<file path="config.mk">
export PLATFORM = sky130hd
export DESIGN_NAME = instr_fetch_unit
export DESIGN_NICKNAME = d
export VERILOG_FILES = /design/src/rtl/cpu_pkg.sv /design/src/rtl/fetch_queue.sv /design/src/rtl/instr_fetch_unit.sv
export SDC_FILE = /design/constraint.sdc
export NUM_CORES = 1
export LEC_CHECK = 0
export CORE_UTILIZATION = 55
export DETAILED_ROUTE_END_ITERATION = 16
export PLACE_DENSITY = 0.95
export SYNTH_ARGS = -nofsm -noshare
export SYNTH_HDL_FRONTEND = slang
export SYNTH_SLANG_ARGS = --single-unit
</file>
<file path="constraint.sdc">
create_clock -name clk -period 13.3 [get_ports clk]
set_clock_uncertainty 0.2 [all_clocks]
set_input_delay 3.99 -clock clk [delete_from_list [all_inputs] [get_ports clk]]
set_output_delay 3.99 -clock clk [all_outputs]
set_load 0.01 [all_outputs]
</file>
<file path="src/rtl/cpu_pkg.sv">
// Shared CPU definitions used by the fetch front end.
//   INSTR_W / ADDR_W : default instruction and word-address widths
//   OPC_W / OPC_LSB  : opcode field width and position inside an instruction
//   fetch_state_t    : fetch sequencer states
package cpu_pkg;

  localparam int INSTR_W = 16;
  localparam int ADDR_W  = 16;
  localparam int OPC_W   = 4;
  localparam int OPC_LSB = INSTR_W - OPC_W;

  typedef enum logic [1:0] {
    IDLE = 2'd0,
    REQ  = 2'd1,
    WAIT = 2'd2
  } fetch_state_t;

endpackage

</file>
<file path="src/rtl/fetch_queue.sv">
// Small synchronous FIFO holding fetched {instr, pc} entries.
// Ports:
//   clk, reset      : clock, synchronous active-high reset
//   push/wdata      : write an entry (ignored when full)
//   pop             : drop the head entry (ignored when empty)
//   flush           : empty the queue; wins over push/pop
//   rdata           : head entry, forced to zero while empty
//   count/full/empty: occupancy status
module fetch_queue
  import cpu_pkg::*;
#(
  parameter int W     = 32,
  parameter int DEPTH = 2
) (
  input  logic                     clk,
  input  logic                     reset,
  input  logic                     push,
  input  logic                     pop,
  input  logic                     flush,
  input  logic [W-1:0]             wdata,
  output logic [W-1:0]             rdata,
  output logic [$clog2(DEPTH):0]   count,
  output logic                     full,
  output logic                     empty
);

  localparam int PW = $clog2(DEPTH);

  logic [W-1:0] mem [DEPTH];
  logic [PW:0]  wr_ptr, rd_ptr;
  logic         do_push, do_pop;

  // Extra wrap bit distinguishes full from empty when the indices match.
  assign count   = wr_ptr - rd_ptr;
  assign empty   = (wr_ptr == rd_ptr);
  assign full    = (wr_ptr[PW] != rd_ptr[PW]) && (wr_ptr[PW-1:0] == rd_ptr[PW-1:0]);
  assign do_push = push && !full;
  assign do_pop  = pop && !empty;

  // Zero the head while empty so stale entries never leak downstream.
  assign rdata = empty ? '0 : mem[rd_ptr[PW-1:0]];

  always_ff @(posedge clk) begin
    if (reset) begin
      wr_ptr <= '0;
      rd_ptr <= '0;
    end else if (flush) begin
      wr_ptr <= '0;
      rd_ptr <= '0;
    end else begin
      if (do_push) begin
        mem[wr_ptr[PW-1:0]] <= wdata;
        wr_ptr              <= wr_ptr + 1'b1;
      end
      if (do_pop) rd_ptr <= rd_ptr + 1'b1;
    end
  end

endmodule

</file>
<file path="src/rtl/instr_fetch_unit.sv">
// Instruction fetch front end: owns the PC, issues one request at a time to a
// variable-latency instruction memory and buffers returned words for the decoder.
// Ports:
//   clk, reset                  : clock, synchronous active-high reset
//   redirect_valid/redirect_pc  : restart fetch at a new target (flushes queue)
//   imem_req/imem_addr/imem_gnt : request channel to instruction memory
//   imem_rvalid/imem_rdata      : in-order response channel
//   instr_valid/instr_ready     : handshake toward the decoder
//   instr/instr_pc              : head instruction word and its word address
module instr_fetch_unit #(
  parameter int                  INSTR_W  = cpu_pkg::INSTR_W,
  parameter int                  ADDR_W   = cpu_pkg::ADDR_W,
  parameter int                  QDEPTH   = 2,
  parameter logic [ADDR_W-1:0]   RESET_PC = '0
) (
  input  logic               clk,
  input  logic               reset,
  input  logic               redirect_valid,
  input  logic [ADDR_W-1:0]  redirect_pc,
  output logic               imem_req,
  output logic [ADDR_W-1:0]  imem_addr,
  input  logic               imem_gnt,
  input  logic               imem_rvalid,
  input  logic [INSTR_W-1:0] imem_rdata,
  output logic               instr_valid,
  input  logic               instr_ready,
  output logic [INSTR_W-1:0] instr,
  output logic [ADDR_W-1:0]  instr_pc
);

  import cpu_pkg::*;

  localparam int CW = $clog2(QDEPTH) + 1;

  fetch_state_t              state;
  logic [ADDR_W-1:0]         fetch_pc, req_pc;
  logic                      discard;
  logic                      granted;
  logic                      q_push, q_pop, q_full, q_empty;
  logic [CW-1:0]             q_count;
  logic [CW:0]               credit_used;
  logic [INSTR_W+ADDR_W-1:0] q_rdata;

  // Queued words plus the in-flight one must leave room for the response.
  assign credit_used = {1'b0, q_count} + {{CW{1'b0}}, (state == WAIT)};
  assign imem_req    = (state == REQ) && (credit_used < (CW+1)'(QDEPTH));
  assign imem_addr   = fetch_pc;
  assign granted     = imem_req && imem_gnt;

  // A response coinciding with a redirect belongs to the old stream.
  assign q_push      = (state == WAIT) && imem_rvalid && !discard && !redirect_valid && !q_full;
  assign q_pop       = instr_valid && instr_ready;
  assign instr_valid = !q_empty;
  assign {instr, instr_pc} = q_rdata;

  fetch_queue #(
    .W     (INSTR_W + ADDR_W),
    .DEPTH (QDEPTH)
  ) u_queue (
    .clk   (clk),
    .reset (reset),
    .push  (q_push),
    .pop   (q_pop),
    .flush (redirect_valid),
    .wdata ({imem_rdata, req_pc}),
    .rdata (q_rdata),
    .count (q_count),
    .full  (q_full),
    .empty (q_empty)
  );

  always_ff @(posedge clk) begin
    if (reset) begin
      state    <= IDLE;
      fetch_pc <= RESET_PC;
      req_pc   <= RESET_PC;
      discard  <= 1'b0;
    end else begin
      if (granted) req_pc <= fetch_pc;
      unique case (state)
        IDLE: state <= REQ;
        REQ: begin
          if (granted) begin
            state    <= WAIT;
            fetch_pc <= fetch_pc + 1'b1;
            // Granted alongside a redirect: its response is already stale.
            discard  <= redirect_valid;
          end
        end
        WAIT: begin
          if (imem_rvalid) begin
            state   <= REQ;
            discard <= 1'b0;
          end else if (redirect_valid) begin
            discard <= 1'b1;
          end
        end
        default: state <= IDLE;
      endcase
      // Redirect target overrides any PC increment made above.
      if (redirect_valid) fetch_pc <= redirect_pc;
    end
  end

endmodule
</file>
==> reports/results.ini <==
[grt]
grt_pass1_wl_mm=14.0
top_usage_layer=met2
grt_util_met3_pct=3.21
met1_usage_pct=28.9
antenna_found_initial=0
grt_start_max_net_pins=40
track_usage_pct=21.7
grt_pass1_vias=2903
grtUsageMet2_pct=36.3
grt_overflow=0

[power]
peakVddDrop_uv=66.1
p_leak_nw=1.77
pwr_density_cell_mw_per_mm2=111

[critical_path]
cp_cell_sequence=inv_1, ha_1, and2_1, nor2_1, clkdlybuf4s50_1
critPathArrivalTime_ps=2870
cp_max_fo=33
required_ps=9110
r2r_start=u_queue.wr_ptr[0]$_SDFFE_PP0P_
end_kind=output pin
r2r_end=imem_addr[1]$_SDFFE_PP0P_
crit_path_max_incr_delay_ps=950
critPathKind=reg -> out
crit_path_start_kind=register
worst-r2r-setup-slack_ps=10590
slowest_stage=and2_1
reg2reg_depth=6

[yosys]
synth_flop_cell=edfxtp_1
synthAdderAreaFrac_pct=0.584
synthArstFlopShare_pct=0
synthXorXnorAreaFrac_pct=3.16
yosysSeqAreaShare_pct=63.6
ys_ff_latch=104
synth_edf_count=64
synth_nets=401
yosys.area_share.simple_pct=14.9
synth-compound-area-share_pct=7.66
syn_area_mm2=0.00428
yosys_warnings=0
syn_inst=361
muxShareOfSynthArea_pct=7.48
synth_top_family_by_area=simple AND/OR/NAND/NOR gates
ys_types=41
syn_area_per_cell_um2=11.9

[drt]
vias=3016
drtIter0Drc=138
ant_nets=0
drc=0
routed_wl_mm=8.36
vias_per_cell=5.51
wire_per_inst_um=15.3
first_pass_iters=5

[cts]
cts_resized=0
clk_path_buf_depth=2
clk_pin_slew_ps=90
clk_latency_ps=350
cts_inserted_buffers=9
cts.sinks=104
h-tree-depth=3
cts_tree=yes
holdBufCountCts=0
cts_root_buf=clkbuf_8
postCtsSetupBuffers=0

[hold_path]
hold-path-endpoint=u_queue.mem[0][3]$_DFFE_PP_
hold_path_class=reg -> reg
hold-path-cell-count=0
hold_start=req_pc[3]$_SDFFE_PP0P_

[die]
num_rows=31
num_io_pins=88
fp.dieH_um=90.2
start_util_pct=58.1
die-area_mm2=0.00814
die_w_um=90.2
core-area_mm2=0.00737

[sta]
finalMaxSlewViolations=0
tightestPinTransition_ps=1220
fmax_ghz=0.142
finalHoldViolations=0
period_share_pct=53.1
finalSetupTns_ps=0
relSlewSlack_pct=18.6
period_minus_slack_ps=7060
setup_viol=0
timing.hold.ws_ps=256
worst_slack_ps=6240
rsz0062_at_grt=no

[job]
cap_violations=0

[cells_and_area]
fin_nets=483
nFillCells=476
multi_input_area_mm2=0.00146
syn2layout_area_growth_pct=27.4
stdcell_area_mm2=0.00545
layout_commonest_cell=clkdlybuf4s50_1
antenna_cells=0
mostFrequentLayoutCells=clkdlybuf4s50_1 (87), edfxtp_1 (64), nor2_1 (47)
drive_gt1_share_pct=6.03
ff_latch_area_mm2=0.00272
fin_cells=547

[placed_design]
placed_area_mm2=0.00524
dp.cells=531
io_buffers=87
place_ws_ps=6550
dp_hpwl_mm=5.76
gp_congestion=0.869

[outcome]
outcome=finished, final reports clean

worst max path at each step:
stage          slack [ps]  cells after the start                            from                            to
2_1_floorplan        6090                      3                     imem_rvalid   u_queue.mem[0][0]$_DFFE_PP_
3_3_place_gp         6690                      5                  redirect_valid  u_queue.mem[0][11]$_DFFE_PP_
3_5_place_dp         6550                      5                  redirect_valid  u_queue.mem[0][12]$_DFFE_PP_
4_1_cts              6250                      5  u_queue.wr_ptr[0]$_SDFFE_PP0P_                   instr_pc[5]
5_1_grt              6000                      5  u_queue.wr_ptr[0]$_SDFFE_PP0P_                   instr_pc[5]
6_report             6240                      5  u_queue.wr_ptr[0]$_SDFFE_PP0P_                   instr_pc[5]
sequential cells by signal, indices dropped and copies added, names as in the netlist, named ones only:
name / count
u_queue.wr_ptr: 2
req_pc: 16
imem_addr: 16
discard: 1
u_queue.mem: 64
state: 2
u_queue.rd_ptr: 2
cell families after synthesis:
kind of cell             after synthesis
AO/OA/AOI/OAI                         49
XOR/XNOR                              12
multiplexers                          32
adder cells (fa/ha/maj)                2
flip-flops                           104
AND/OR/NAND/NOR                      133
buffers and inverters                 29
stage by stage:
| step | util [%] | power [W] |
|---|---|---|
| CTS | 74.0 | 0.000610 |
| global placement | 71.0 | 0.000401 |
| global route | 74.0 | 0.000626 |
| floorplan | - | 0.000378 |
| detailed placement | 71.0 | 0.000403 |
| finish | 74.0 | 0.000606 |
critical path: cells and delay by family, from the launching register on:
family        cells  cell delay [ps]
buf+inv           2              660
simple gates      2             1140
flops             1              370
fa+ha+maj         1              350
power by group:
group / leakage, nW / switching, W / internal (W) / total (W)
combinational: 0.695 / 0.0000186 / 0.0000234 / 0.0000420
sequential: 0.963 / 0.00000793 / 0.000347 / 0.000355
clock: 0.109 / 0.000102 / 0.000107 / 0.000209
metal layers:
| metal | wire length, um | vias to the layer above |
|---|---|---|
| li1 | - | 1466 |
| met1 | 3820 | 1439 |
| met2 | 4100 | 103 |
| met3 | 342 | 8 |
| met4 | 93 | 0 |
| met5 | 0 | - |
area by class of cell:
type                       count  area share (%)
tap                           99            2.27
sequential                   104            50.0
timing repair buffer          90            16.4
inverter                      10           0.688
clock buffer                  10            2.34
clock inverter                 6            1.65
multi-input combinational    228            26.7
synthesized netlist by cell type (all sizes together), types with 3 or more instances:
cell    count  area share, %
xnor2       9            1.8
nand2b      4           0.58
clkbuf     16            1.4
nor4        6           0.88
a311oi      6            1.2
or3         6           0.88
nor3        9            1.1
nor2       47            4.1
nand3       4           0.70
a21oi      18            2.1
mux2i      32            7.5
o31a        3           0.61
buf         3           0.35
nand2      40            3.5
a211oi     10            1.8
dfxtp      40             19
edfxtp     64             45
inv         9           0.79
o21ai       6           0.70
o311a       3           0.70
Power figures use the tool's default switching activity.
